**config.mk**
```make
export PLATFORM = sky130hd
export DESIGN_NAME = tqvp_waveform_capture_plotter
export DESIGN_NICKNAME = d
export VERILOG_FILES = /design/src/rtl/tqvp_waveform_capture_plotter.sv
export SDC_FILE = /design/constraint.sdc
export NUM_CORES = 1
export LEC_CHECK = 0
export CORE_MARGIN = 3
export CORE_UTILIZATION = 40
export CTS_BUF_LIST = sky130_fd_sc_hd__clkbuf_4 sky130_fd_sc_hd__clkbuf_8 sky130_fd_sc_hd__clkbuf_16
export DETAILED_ROUTE_END_ITERATION = 8
export GPL_TIMING_DRIVEN = 0
export PLACE_DENSITY = 0.67
export SKIP_LAST_GASP = 1
export SLEW_MARGIN = 15
export SYNTH_ARGS = -nofsm -noshare
export SYNTH_HDL_FRONTEND = slang
export SYNTH_SLANG_ARGS = --single-unit
```
**constraint.sdc**
```tcl
create_clock -name clk -period 9.65 [get_ports clk]
set_input_delay 0.965 -clock clk [delete_from_list [all_inputs] [get_ports clk]]
set_output_delay 0.965 -clock clk [all_outputs]
set_load 0.02 [all_outputs]
```
**src/rtl/tqvp_waveform_capture_plotter.sv**
```systemverilog
`default_nettype none
// ============================================================================
// Module   : tqvp_waveform_capture_plotter
// Brief    : Triggered multi-channel sample capture rendered as per-channel
//            page tracks on an SSD1306 OLED over SPI.
// Revision : 1.0  initial release
// ============================================================================
module tqvp_waveform_capture_plotter #(
    parameter int NUM_CH    = 4,
    parameter int DEPTH     = 128,
    parameter int PAGE_BASE = 0,
    parameter bit SPI_CPOL  = 1'b0
) (
    input  logic       clk,
    input  logic       rst_n,
    input  logic [7:0] ui_in,
    output logic [7:0] uo_out,
    input  logic [3:0] address,
    input  logic       data_write,
    input  logic [7:0] data_in,
    output logic [7:0] data_out
);

    localparam int AW  = $clog2(DEPTH);
    localparam int CHW = (NUM_CH > 1) ? $clog2(NUM_CH) : 1;

    typedef enum logic [1:0] {
        C_IDLE  = 2'd0,
        C_ARMED = 2'd1,
        C_RUN   = 2'd2,
        C_DONE  = 2'd3
    } cap_state_t;

    typedef enum logic [2:0] {
        R_IDLE  = 3'd0,
        R_LOAD  = 3'd1,
        R_SHIFT = 3'd2,
        R_GAP   = 3'd3,
        R_DONE  = 3'd4
    } rnd_state_t;

    // configuration registers
    logic [3:0]  r_presc_cfg;
    logic        r_mark;
    logic [4:0]  r_trig;
    logic [7:0]  r_sdiv;
    logic        r_auto;
    logic        r_man_dc;
    logic        r_man_cs_n;
    logic [7:0]  r_raw_byte;

    // capture side
    cap_state_t        r_cstate;
    logic              r_captured;
    logic [AW-1:0]     r_widx;
    logic [7:0]        r_div;
    logic [7:0]        r_prev_ui;
    logic [NUM_CH-1:0] r_mem [DEPTH];

    // render / SPI side
    rnd_state_t        r_rstate;
    logic              r_sck;
    logic [7:0]        r_shreg;
    logic              r_cs_n;
    logic              r_dc;
    logic [3:0]        r_presc_act;
    logic [3:0]        r_cnt;
    logic [3:0]        r_half;
    logic [CHW-1:0]    r_ch;
    logic              r_phase;
    logic [AW-1:0]     r_idx;
    logic              r_raw;
    logic              r_last;

    logic w_wr_ctrl, w_arm, w_render, w_abort;
    logic w_rnd_idle, w_arm_ok, w_render_ok, w_auto_go, w_raw_ok;
    logic w_edge, w_fire, w_sample_due, w_store, w_last_byte, w_idle, w_armed;
    logic w_cur_s, w_prev_s;
    logic [3:0]    w_presc_next;
    logic [AW-1:0] w_idx_prev;
    logic [7:0]    w_byte;

    assign w_wr_ctrl  = data_write && (address == 4'h0);
    assign w_arm      = w_wr_ctrl && data_in[0];
    assign w_render   = w_wr_ctrl && data_in[1];
    assign w_abort    = w_wr_ctrl && data_in[3];
    assign w_rnd_idle = (r_rstate == R_IDLE);

    assign w_arm_ok    = w_arm && w_rnd_idle && !w_abort;
    assign w_render_ok = w_render && r_captured && w_rnd_idle && !w_abort && !w_arm;
    assign w_auto_go   = (r_cstate == C_DONE) && r_auto && w_rnd_idle && !w_abort && !w_arm;
    assign w_raw_ok    = data_write && (address == 4'h4) && w_rnd_idle && !w_abort
                         && !w_render_ok && !w_auto_go;

    assign w_presc_next = (data_write && (address == 4'h1)) ? data_in[3:0] : r_presc_cfg;

    assign w_idle   = (r_cstate == C_IDLE) && w_rnd_idle;
    assign w_armed  = (r_cstate == C_ARMED) || (r_cstate == C_RUN);
    assign data_out = (address == 4'h0) ? {4'b0000, !w_rnd_idle, r_captured, w_armed, w_idle}
                                        : 8'h00;
    assign uo_out   = {3'b000, r_dc, r_cs_n, r_shreg[7], r_sck, 1'b0};

    always_ff @(posedge clk) begin
        if (!rst_n) begin
            r_presc_cfg <= 4'd4;
            r_mark      <= 1'b0;
            r_trig      <= 5'd0;
            r_sdiv      <= 8'd0;
            r_auto      <= 1'b0;
            r_man_dc    <= 1'b0;
            r_man_cs_n  <= 1'b1;
            r_raw_byte  <= 8'd0;
        end else if (data_write) begin
            case (address)
                4'h0: r_auto <= data_in[2];
                4'h1: begin
                    r_presc_cfg <= data_in[3:0];
                    r_mark      <= data_in[4];
                end
                4'h2: r_trig <= data_in[4:0];
                4'h3: r_sdiv <= data_in;
                4'h4: if (w_raw_ok) r_raw_byte <= data_in;
                4'h5: begin
                    r_man_dc   <= data_in[0];
                    r_man_cs_n <= data_in[1];
                end
                default: ;
            endcase
        end
    end

    // ------------------------------------------------------------------
    // Capture: edge trigger on the selected channel, then decimated store
    // ------------------------------------------------------------------
    assign w_cur_s      = ui_in[r_trig[2:0]];
    assign w_edge       = r_trig[3] ? (r_prev_ui[r_trig[2:0]] && !w_cur_s)
                                    : (!r_prev_ui[r_trig[2:0]] && w_cur_s);
    assign w_fire       = r_trig[4] || w_edge;
    assign w_sample_due = (r_div == r_sdiv);
    assign w_store      = rst_n && !w_abort && !w_arm_ok &&
                          (((r_cstate == C_ARMED) && w_fire) ||
                           ((r_cstate == C_RUN) && w_sample_due));

    always_ff @(posedge clk) begin
        if (!rst_n) begin
            r_cstate   <= C_IDLE;
            r_captured <= 1'b0;
            r_widx     <= '0;
            r_div      <= 8'd0;
            r_prev_ui  <= 8'd0;
        end else begin
            r_prev_ui <= ui_in;
            if (w_abort) begin
                r_cstate <= C_IDLE;
            end else if (w_arm_ok) begin
                r_cstate   <= C_ARMED;
                r_captured <= 1'b0;
                r_widx     <= '0;
                r_div      <= 8'd0;
            end else begin
                case (r_cstate)
                    C_ARMED: if (w_fire) begin
                        r_widx   <= AW'(1);
                        r_div    <= 8'd0;
                        r_cstate <= C_RUN;
                    end
                    C_RUN: if (w_sample_due) begin
                        r_div  <= 8'd0;
                        r_widx <= r_widx + AW'(1);
                        if (r_widx == AW'(DEPTH - 1)) begin
                            r_cstate   <= C_DONE;
                            r_captured <= 1'b1;
                        end
                    end else begin
                        r_div <= r_div + 8'd1;
                    end
                    C_DONE:  r_cstate <= C_IDLE;
                    default: r_cstate <= C_IDLE;
                endcase
            end
        end
    end

    always_ff @(posedge clk) begin
        if (w_store) r_mem[r_widx] <= ui_in[NUM_CH-1:0];
    end

    // ------------------------------------------------------------------
    // Byte source for the current render step (channel, phase, index)
    // ------------------------------------------------------------------
    assign w_idx_prev  = r_idx - AW'(1);
    assign w_prev_s    = r_mem[w_idx_prev][r_ch];
    assign w_last_byte = r_raw || (r_phase && (r_idx == AW'(DEPTH - 1)) &&
                                   (r_ch == CHW'(NUM_CH - 1)));

    always_comb begin
        w_byte = 8'h00;
        if (r_raw) begin
            w_byte = r_raw_byte;
        end else if (!r_phase) begin
            case (r_idx[2:0])
                3'd0:    w_byte = 8'h22;
                3'd1:    w_byte = 8'(PAGE_BASE) + 8'(r_ch);
                3'd2:    w_byte = 8'(PAGE_BASE) + 8'(r_ch);
                3'd3:    w_byte = 8'h21;
                3'd4:    w_byte = 8'h00;
                default: w_byte = 8'(DEPTH - 1);
            endcase
        end else if (r_mark && (r_idx != '0) && (r_mem[r_idx][r_ch] != w_prev_s)) begin
            w_byte = 8'hFF;
        end else begin
            w_byte = r_mem[r_idx][r_ch] ? 8'h80 : 8'h01;
        end
    end

    // ------------------------------------------------------------------
    // Render sequencer and SPI shifter
    // ------------------------------------------------------------------
    always_ff @(posedge clk) begin
        if (!rst_n) begin
            r_rstate    <= R_IDLE;
            r_sck       <= SPI_CPOL;
            r_shreg     <= 8'd0;
            r_cs_n      <= 1'b1;
            r_dc        <= 1'b0;
            r_presc_act <= 4'd4;
            r_cnt       <= 4'd0;
            r_half      <= 4'd0;
            r_ch        <= '0;
            r_phase     <= 1'b0;
            r_idx       <= '0;
            r_raw       <= 1'b0;
            r_last      <= 1'b0;
        end else begin
            // a new prescaler only takes hold between bytes
            if (r_rstate != R_SHIFT) r_presc_act <= w_presc_next;
            if (w_abort) begin
                r_rstate <= R_IDLE;
                r_sck    <= SPI_CPOL;
                r_shreg  <= 8'd0;
                r_cs_n   <= r_man_cs_n;
                r_dc     <= r_man_dc;
            end else begin
                case (r_rstate)
                    R_IDLE: begin
                        r_cs_n <= r_man_cs_n;
                        r_dc   <= r_man_dc;
                        if (w_render_ok || w_auto_go) begin
                            r_ch     <= '0;
                            r_phase  <= 1'b0;
                            r_idx    <= '0;
                            r_raw    <= 1'b0;
                            r_rstate <= R_LOAD;
                        end else if (w_raw_ok) begin
                            r_raw    <= 1'b1;
                            r_rstate <= R_LOAD;
                        end
                    end
                    R_LOAD: begin
                        r_shreg <= w_byte;
                        r_cs_n  <= 1'b0;
                        if (!r_raw) r_dc <= r_phase;
                        r_cnt    <= 4'd0;
                        r_half   <= 4'd0;
                        r_rstate <= R_SHIFT;
                    end
                    R_SHIFT: begin
                        if (r_cnt == r_presc_act) begin
                            r_cnt  <= 4'd0;
                            r_half <= r_half + 4'd1;
                            if (!r_half[0]) begin
                                r_sck <= ~SPI_CPOL;
                            end else begin
                                r_sck   <= SPI_CPOL;
                                r_shreg <= {r_shreg[6:0], 1'b0};
                            end
                            if (r_half == 4'd15) begin
                                r_rstate <= R_GAP;
                                r_last   <= w_last_byte;
                                if (!w_last_byte) begin
                                    if (!r_phase) begin
                                        if (r_idx == AW'(5)) begin
                                            r_phase <= 1'b1;
                                            r_idx   <= '0;
                                        end else begin
                                            r_idx <= r_idx + AW'(1);
                                        end
                                    end else if (r_idx == AW'(DEPTH - 1)) begin
                                        r_phase <= 1'b0;
                                        r_idx   <= '0;
                                        r_ch    <= r_ch + CHW'(1);
                                    end else begin
                                        r_idx <= r_idx + AW'(1);
                                    end
                                end
                            end
                        end else begin
                            r_cnt <= r_cnt + 4'd1;
                        end
                    end
                    R_GAP: begin
                        // after the final byte, hold CS low one more prescaler tick
                        if (!r_last) begin
                            r_rstate <= R_LOAD;
                        end else if (r_cnt == r_presc_act) begin
                            r_cs_n   <= r_man_cs_n;
                            r_dc     <= r_man_dc;
                            r_rstate <= R_DONE;
                        end else begin
                            r_cnt <= r_cnt + 4'd1;
                        end
                    end
                    R_DONE:  r_rstate <= R_IDLE;
                    default: r_rstate <= R_IDLE;
                endcase
            end
        end
    end

endmodule
`default_nettype wire

```
Word-level counts from Yosys, hierarchy flattened
Memory sizes are Yosys's and may differ from the RTL's. A register that Yosys moved wholly into a read port is not among the register bits.
Index checks and enable logic that the tools add are counted.
W data, S select, Z words.
{ "totals": {"wordCells": 255, "memories": 1, "ff_bits": 93, "input_bits": 23, "mem_bits_rw": 512} }
{ "classes": {"addsub": 7, "n_mux": 88, "reduce_logical": 84, "n_eq_ne": 44, "order_cmp": 2, "bitwise": 2} }
{ "mem_list": {"columns": ["memory", "words", "word_bits", "rd", "rd_ports_with_merged_regs", "wr", "line_no", "text"], "rows": [
  ["r_mem", 128, 4, 2, 1, 1, "58", "logic [NUM_CH-1:0] r_mem [DEPTH];"]
]} }
{ "ops": {"columns": ["op", "n"], "rows": [
  ["$mux W7", 12],
  ["$mux W8", 9],
  ["$logic_and A1 B1 Y1", 32],
  ["$pmux W8 S2", 2],
  ["$mux W1", 29],
  ["$pmux W7 S2", 2],
  ["$pmux W7 S4", 1],
  ["$mux W4", 6],
  ["$reduce_and A3 Y1", 8],
  ["$reduce_and A4 Y1", 6],
  ["$ne A2 B2 Y1 const B", 10],
  ["$mux W2", 9],
  ["$mux W3", 6],
  ["$ne A3 B3 Y1 const B", 6],
  ["$add A7 B1 Y7 const B", 2],
  ["$eq A7 B7 Y1 const B", 2],
  ["$eq A3 B2 Y1 const B", 4],
  ["$pmux W3 S4", 1],
  ["$pmux W4 S3", 1],
  ["$reduce_and A2 Y1", 6],
  ["$reduce_bool A2 Y1", 6],
  ["$add A4 B1 Y4 const B", 2],
  ["$add A8 B1 Y8 const B", 1],
  ["$eq A4 B2 Y1 const B", 2],
  ["other kinds (37)", 62]
]} }

Longest topological paths before layout
Gate-level depths: netlist of run 1.
{ "logic_depth": {"word_depth": 13, "ltp_mapped": 20, "ltp_nobuf": 12} }

Worst setup path after synthesis of run 1
Ideal clock, no wire load.
{ "synth_timing": {"path_kind": "flip-flop to flip-flop", "startpoint": "register r_idx[0]", "endpoint": "register r_shreg[6]", "n_path_buf": 7, "period_less_slack_ns": 4.031, "t_arrival_ns": 3.897, "t_required_ns": 9.516, "path_stages_with_launch": 20, "path_slack_ns": 5.619, "path_cell_list": "dfxtp_1 -> buf_4 -> buf_4 -> inv_1 -> buf_2 -> ha_1 -> buf_2 -> buf_4 -> buf_2 -> buf_1 -> mux4_2 -> nor2_1 -> o22ai_1 -> nand4_1 -> o311ai_0 -> nand4_1 -> mux2i_1 -> o2111ai_2 -> a31oi_4 -> a211oi_1"} }
{ "synth_between": {"elab_chain_len": 10} }
{ "synth_lines": {"columns": ["item", "line_no", "text"], "rows": [
  ["start, declared", "71", "logic [AW-1:0] r_idx;"],
  ["start signal, assigned", "286", "r_idx <= r_idx + AW'(1);"],
  ["start signal, assigned", "293", "r_idx <= r_idx + AW'(1);"],
  ["$sub A7 B1 Y7", "191", "assign w_idx_prev = r_idx - AW'(1);"],
  ["$mem_v2 Z128 W4", null, null],
  ["$bmux W1 S2", "192", "assign w_prev_s = r_mem[w_idx_prev][r_ch];"],
  ["$mux W1 (implied by the code)", "192", null],
  ["$ne A1 B1 Y1", "209", "end else if (r_mark && (r_idx != '0) && (r_mem[r_idx][r_ch] != w_prev_s)) begin"],
  ["$logic_and A1 B1 Y1", "209", null],
  ["$mux W8", "209", null],
  ["$mux W8 (*)", "200", "end else if (!r_phase) begin"],
  ["$mux W8 (*)", "198", "if (r_raw) begin"],
  ["$pmux W8 S2 (*)", "244", "case (r_rstate)"],
  ["end signal, assigned", "260", "r_shreg <= w_byte;"],
  ["end signal, assigned", "275", "r_shreg <= {r_shreg[6:0], 1'b0};"],
  ["end, declared", "63", "logic [7:0] r_shreg;"]
]} }
Mark *: on every way between the ends. The rest lies on a longest branch, timed or not. The select of a mux whose other input is x is not followed.
A chain may end at the register's enable or synchronous reset.

Worst setup path after layout of run 1
{ "layout_timing": {"startpoint": "register r_idx[0]", "endpoint": "register r_shreg[3]"} }
The elaborated chain is that of the path after synthesis.

==> flow_summary.toml, run 1 <==
[logic_synthesis]
ys_ff_latch = 612
yosys_warnings = 0
synth_top_area_cell = "edfxtp_1"
yosysMostFrequentCell = "edfxtp_1"
synthTopCellsByCount = "edfxtp_1, nor2_1, mux4_2, nand2_1, dfxtp_1"
synth_edf_count = 512
synth_ff_type = "edfxtp_1"
synthArstFlopShare = 0
synth_area_mm2 = 0.0302
synth.avg_cell_area_um2 = 14.8
ys_seq_area_frac = 0.575
synth_cell_types = 84
synth_cells = 2047
synth_area_leaders = "edfxtp_1, mux4_2, dfxtp_1"
synthDominantCellAreaShare = 0.508

[pwr]
p_comb_frac = 0.016
power_frac_clock = 0.483
intPower_mw = 4.56
p_seq_frac = 0.500
ir_drop_uv = 114
p_leak_nw = 10.9
power_density_mw_per_mm2 = 167
swShare = 0.203
p_switching_mw = 1.16

[global_routing]
overflow = 0
grt_start_max_net_pins = 89
grt_pass1_vias = 20500
antenna_found_initial = 2
grt.total_usage = 0.268
grt_first_pass_wirelength_mm = 149

[routing]
drc_errors = 0
num_vias = 21000
ant_nets = 0
wl_per_cell_um = 33.3
drt_wl_total_mm = 106
drtPass1Iterations = 6
viasPerCell = 6.60
drtIter0Drc = 3560

[clock_tree]
clockRootBuffer = "clkbuf_16"
numCtsBuffers = 67
clock_tree.buffer_depth = 3
h-tree-depth = 3
cts.sinks = 612
clk_pin_slew_ns = 0.06
post_cts_resized = 0
clk_latency_ns = 0.62
cts_hold_buf = 0
cts_setup_buffers = 0
cts_tree = "done"

[worst_setup_path]
path_buf_inv = 8
crit_family = "buffers and inverters"
rrSetupSlack_ns = 2.51
end_kind = "flip-flop"
critPathKind = "reg -> reg"
cpPeakStageDelay_ns = 1.00
crit_chain = "buf_4 -> buf_4 -> inv_1 -> buf_2 -> ha_1 -> buf_2 -> buf_4 -> buf_2 -> clkbuf_1 -> mux4_2 -> nor2_1 -> o22ai_1 -> nand4_1 -> o311ai_0 -> nand4_1 -> mux2i_1 -> o2111ai_2 -> a31oi_4 -> a211oi_1"
start_kind = "flip-flop"
crit_fanout = 12
crit_required_ns = 10.12
reg2reg_from = "r_idx[0]$_SDFFE_PN0P_"
cpMaxStageDelayCell = "clkbuf_1"
reg2reg_depth = 19
crit_path_start = "r_idx[0]$_SDFFE_PN0P_"
regToRegEndpoint = "r_shreg[3]$_SDFFE_PP0P_"
cp_data_arrival_time_ns = 7.61
worst-path-stages = 19

[timing]
finalCritPeriodShare = 0.740
drv_slew = 0
tightest_slew_ns = 1.40
final_hold_viol_count = 0
finalClockSkew_ns = 0.0260
clock.fmax_ghz = 0.140
fin_tns_setup_ns = 0
relSlewSlack = 0.0647
setup_viol = 0
rsz0062_at_grt = "no"
period_needed_ns = 7.14
fin_hold_ws_ns = 0.480

[die]
core_area_mm2 = 0.0747
num_rows = 100
start_util = 0.405
die-area_mm2 = 0.0789
ios = 39
die_w_um = 281
die_h_um = 281

[layout]
final_core_util = 0.460
nets = 2199
fillers = 6461
design_area_mm2 = 0.0343
drive_gt1_frac = 0.219
diodes = 0
layout.area.seq_mm2 = 0.0174
multi_input_area_mm2 = 0.0120
syn_to_final_growth_pct = 13.6
final_cell_count_no_fill = 3183

[hold_path]
hp-start = "r_presc_cfg[2]$_SDFFE_PN1P_"
hold_depth = 2
hold_path_end = "r_presc_cfg[2]$_SDFFE_PN1P_"
hold_path.class = "reg -> reg"

[placed_design]
dpl.cell_count = 3061
dpl.hpwl_mm = 74.5
io_buffers = 29
globalplace.congestion = 1.03
dpl_cell_area_mm2 = 0.0320

[status]
status = "finished clean"

[job]
cap_violations = 0
[layer usage]
metal / part of all wire / track usage / vias up
li1: - / - / 8323
met1: 0.35 / 0.341 / 10500
met2: 0.44 / 0.406 / 1795
met3: 0.13 / 0.0865 / 423
met4: 0.071 / 0.154 / 2
met5: 0.00039 / 0 / -
[placed cells by master (no fill, tap or decap), types with 16 or more instances in the layout]
cell,instances
a21oi_1,42
a22oi_1,23
and2_1,27
buf_2,40
buf_4,32
buf_6,16
clkbuf_1,40
clkbuf_16,71
clkdlybuf4s50_1,25
dfxtp_1,100
edfxtp_1,512
mux2i_1,83
mux4_1,32
mux4_2,218
nand2_1,134
nand3_1,36
nand4_1,21
nor2_1,281
nor2b_1,52
nor3_1,16
o21ai_0,28
o22ai_1,30
[cell families (layout without fill, tap and decap cells)]
family,Yosys count,count (layout),synth area share
AO/OA/AOI/OAI,236,236,0.0549
XOR/XNOR,30,30,0.00894
adder cells (fa/ha/maj),15,15,0.00621
buffers and inverters,156,316,0.0319
flip-flops,612,612,0.575
multiplexers,346,346,0.222
other,1,8,0.000124
AND/OR/NAND/NOR,651,651,0.101
[worst register-to-register path, delay by kind of cell (launching register included)]
family	cells	cell delay [ns]
buf+inv	8	3.47
fa+ha+maj	1	0.61
mux	2	0.70
compound gates	5	1.11
simple gates	3	0.72
flops	1	0.42
[worst max-delay path by stage]
stage	endpoint
finish	r_shreg[3]$_SDFFE_PP0P_
CTS	r_shreg[3]$_SDFFE_PP0P_
global placement	r_mem[112][1]$_DFFE_PP_
global route	r_shreg[5]$_SDFFE_PP0P_
floorplan	r_shreg[6]$_SDFFE_PP0P_
detailed placement	r_shreg[3]$_SDFFE_PP0P_
[power groups by stage]
stage / clock (mW) / combinational, mW / sequential, mW
final: 2.77 / 0.0926 / 2.87
after global routing: 2.90 / 0.0996 / 2.86
after CTS: 2.78 / 0.0923 / 2.87
after detailed placement: 0 / 0.0923 / 2.92
after global placement: 0 / 0.0830 / 2.93
after floorplan: 0 / 0.0303 / 2.92
[per-stage QoR]
step	power [mW]	worst slack, ns
finish	5.73	2.51
floorplan	2.95	5.62
global route	5.87	2.53
CTS	5.74	2.92
detailed placement	3.01	2.91
global placement	3.02	0.616
[area by class of cell]
type                       instances  share of cell area
sequential                       612               0.506
buffer                           141              0.0266
tap                              969              0.0353
clock inverter                    44              0.0157
timing repair buffer              38              0.0129
clock buffer                      78              0.0536
multi-input combinational       1286               0.348
inverter                          15             0.00164
[sequential cells by signal, summed over array words and instances (netlist names), 2 cells and up, named ones only]
signal / cells
r_shreg: 8
r_div: 8
r_rstate: 3
r_raw_byte: 8
r_presc_act: 4
r_prev_ui: 8
r_half: 4
r_cstate: 2
r_presc_cfg: 4
r_ch: 2
r_widx: 7
r_cnt: 4
r_mem: 512
r_idx: 7
r_sdiv: 8
r_trig: 5
Note: power is estimated with default switching activity, not from simulation.
==> inputs of run 2 (changes only) <==
--- a/config.mk
+++ b/config.mk
@@ -10,7 +10,7 @@
 export CTS_BUF_LIST = sky130_fd_sc_hd__clkbuf_4 sky130_fd_sc_hd__clkbuf_8 sky130_fd_sc_hd__clkbuf_16
 export DETAILED_ROUTE_END_ITERATION = 8
 export GPL_TIMING_DRIVEN = 0
-export PLACE_DENSITY = 0.67
+export PLACE_DENSITY = 0.69
 export SKIP_LAST_GASP = 1
 export SLEW_MARGIN = 15
 export SYNTH_ARGS = -nofsm -noshare
==> constraint.sdc (replaced) <==
create_clock -name clk -period 6.4 [get_ports clk]
set_input_delay 0.64 -clock clk [delete_from_list [all_inputs] [get_ports clk]]
set_output_delay 0.64 -clock clk [all_outputs]
set_load 0.02 [all_outputs]
==> run 2 against run 1 <==
Compared with the run above: the run now ends with negative setup slack left; register-to-register slack worse by 2.6 ns; non-clock buffer count down 1; flip-flop and latch count stayed put; final cell count fell by 0.22%; first-iteration DRC count decreased by 4.1%; final area is 0.24% lower; sequential share of layout area increased by 0.12 points; via count increased by 0.21%; global-route usage rose by 0.14 points; critical path type unchanged; critical endpoint is now r_shreg[2]$_SDFFE_PP0P_; largest power group unchanged.
==> flow_summary.toml, run 2 (synthesized netlist as in run 1, its figures left out) <==
[layout]
final_cell_count_no_fill = 3176
final_common_cell = "edfxtp_1"
multi_input_area_mm2 = 0.0120
fillers = 6418
syn_to_final_growth_pct = 13.3
layout.area.seq_mm2 = 0.0174
regMostFlops = "r_mem"
largest_reg_flops = 512
drive_gt1_frac = 0.222
nets = 2198
final_cell_mix = "edfxtp_1, nor2_1, mux4_2, nand2_1, dfxtp_1"

[die]
start_util = 0.405
die-area_mm2 = 0.0789
ios = 39
die_h_um = 281
die_w_um = 281
core_area_mm2 = 0.0747
num_rows = 100

[global_routing]
grt_start_max_net_pins = 89
grt_first_pass_wirelength_mm = 151
grt_pass1_vias = 20900
overflow = 0
grt.total_usage = 0.270
antenna_found_initial = 1

[status]
status = "finished, violations left"
violations = "negative setup slack"

[placed_design]
dpl.hpwl_mm = 74.9
pre_cts_ws_ns = -0.532
dpl.cell_count = 3062
io_buffers = 29
globalplace.congestion = 1.03

[pwr]
power_density_mw_per_mm2 = 245
p_switching_mw = 1.72
power_frac_clock = 0.469
p_comb_frac = 0.017
ir_drop_uv = 222
p_leak_nw = 10.8
p_seq_frac = 0.514
swShare = 0.205
intPower_mw = 6.68

[hold_path]
hold_path.class = "reg -> reg"

[job]
cap_violations = 0

[routing]
viasPerCell = 6.62
drtPass1Iterations = 7
num_vias = 21000
wl_per_cell_um = 33.5
drt_wl_total_mm = 106
drc_errors = 0
drtIter0Drc = 3414
ant_nets = 0

[clock_tree]
clockRootBuffer = "clkbuf_16"
cts.sinks = 612
h-tree-depth = 3
clk_pin_slew_ns = 0.06
cts_hold_buf = 0
cts_setup_buffers = 0
clk_latency_ns = 0.62
cts_tree = "done"
numCtsBuffers = 67
clock_tree.buffer_depth = 3

[timing]
clock.fmax_ghz = 0.155
fin_hold_ws_ns = 0.477
relSlewSlack = 0.0792
final_hold_viol_count = 0
finalCritPeriodShare = 1.01
tightest_slew_ns = 1.38
fin_tns_setup_ns = -0.255
worst_slack_ns = -0.0609
rsz0062_at_grt = "no"
finalClockSkew_ns = 0.0336
setup_viol = 5
period_needed_ns = 6.46
drv_slew = 0

[worst_setup_path]
start_kind = "flip-flop"
cp_data_arrival_time_ns = 6.93
crit_required_ns = 6.87
end_kind = "flip-flop"
crit_fanout = 12
critPathKind = "reg -> reg"
[run 2: changes by cell type in the layout (fill, tap and decap cells not counted), sizes merged]
cell and delta:
clkbuf +5, diode +1, bufinv -4, inv -1
clkinv -5, buf -3
[run 2: area by class of cell]
class	count	share of cell area
inverter	15	0.00164
clock inverter	34	0.0115
multi-input combinational	1286	0.350
tap	969	0.0354
clock buffer	81	0.0532
antenna	1	0.0000730
timing repair buffer	39	0.0137
sequential	612	0.507
buffer	139	0.0271
[run 2: power by group through the flow]
stage | registers [mW] | logic (mW) | clock network (mW)
after floorplan | 4.41 | 0.0457 | 0
after global placement | 4.42 | 0.125 | 0
after detailed placement | 4.41 | 0.140 | 0
after CTS | 4.32 | 0.139 | 3.97
after global routing | 4.32 | 0.151 | 4.13
final | 4.32 | 0.140 | 3.94
[run 2: path summary, 6_finish.rpt]
kind	depth (start not counted)	start	to	slack, ns
hold / removal	2	r_shreg[5]$_SDFFE_PP0P_	r_shreg[5]$_SDFFE_PP0P_	0.48
hold reg to reg	2	r_shreg[5]$_SDFFE_PP0P_	r_shreg[5]$_SDFFE_PP0P_	0.48
setup reg to reg	19	r_idx[0]$_SDFFE_PN0P_	r_shreg[2]$_SDFFE_PP0P_	-0.06
setup / recovery	19	r_idx[0]$_SDFFE_PN0P_	r_shreg[2]$_SDFFE_PP0P_	-0.06
[run 2: per-layer routing]
| layer | GRT usage | wire length [µm] |
|---|---|---|
| met5 | 0 | 11 |
| met4 | 0.143 | 6940 |
| met3 | 0.0921 | 15000 |
| met2 | 0.409 | 46900 |
| met1 | 0.343 | 37600 |
[run 2: what timing repair did]
action / in CTS / in global routing
resized for setup: 7 / 17
pin swaps: 0 / 0
endpoints found under the setup margin: 8 / 7
[run 2: critical path: stages (launching register included)]
cell       delay [ns]
dfxtp_1          0.42
buf_4            0.31
buf_4            0.34
inv_1            0.18
buf_2            0.38
ha_2             0.57
buf_2            0.45
buf_4            0.38
buf_2            0.43
clkbuf_4         0.46
mux4_2           0.27
nand2_1          0.05
a32oi_1          0.29
nand4_1          0.32
o311ai_2         0.27
nand4_1          0.30
mux2i_1          0.26
o2111ai_2        0.23
a31oi_4          0.27
a211oi_1         0.10
[run 2: metrics by stage]
step	power [mW]	utilization	area, µm²
final	8.40	0.459	34300
after global routing	8.60	0.459	34300
after CTS	8.43	0.458	34200
after detailed placement	4.55	0.428	32000
after global placement	4.55	0.425	31800
after floorplan	4.45	-	30300
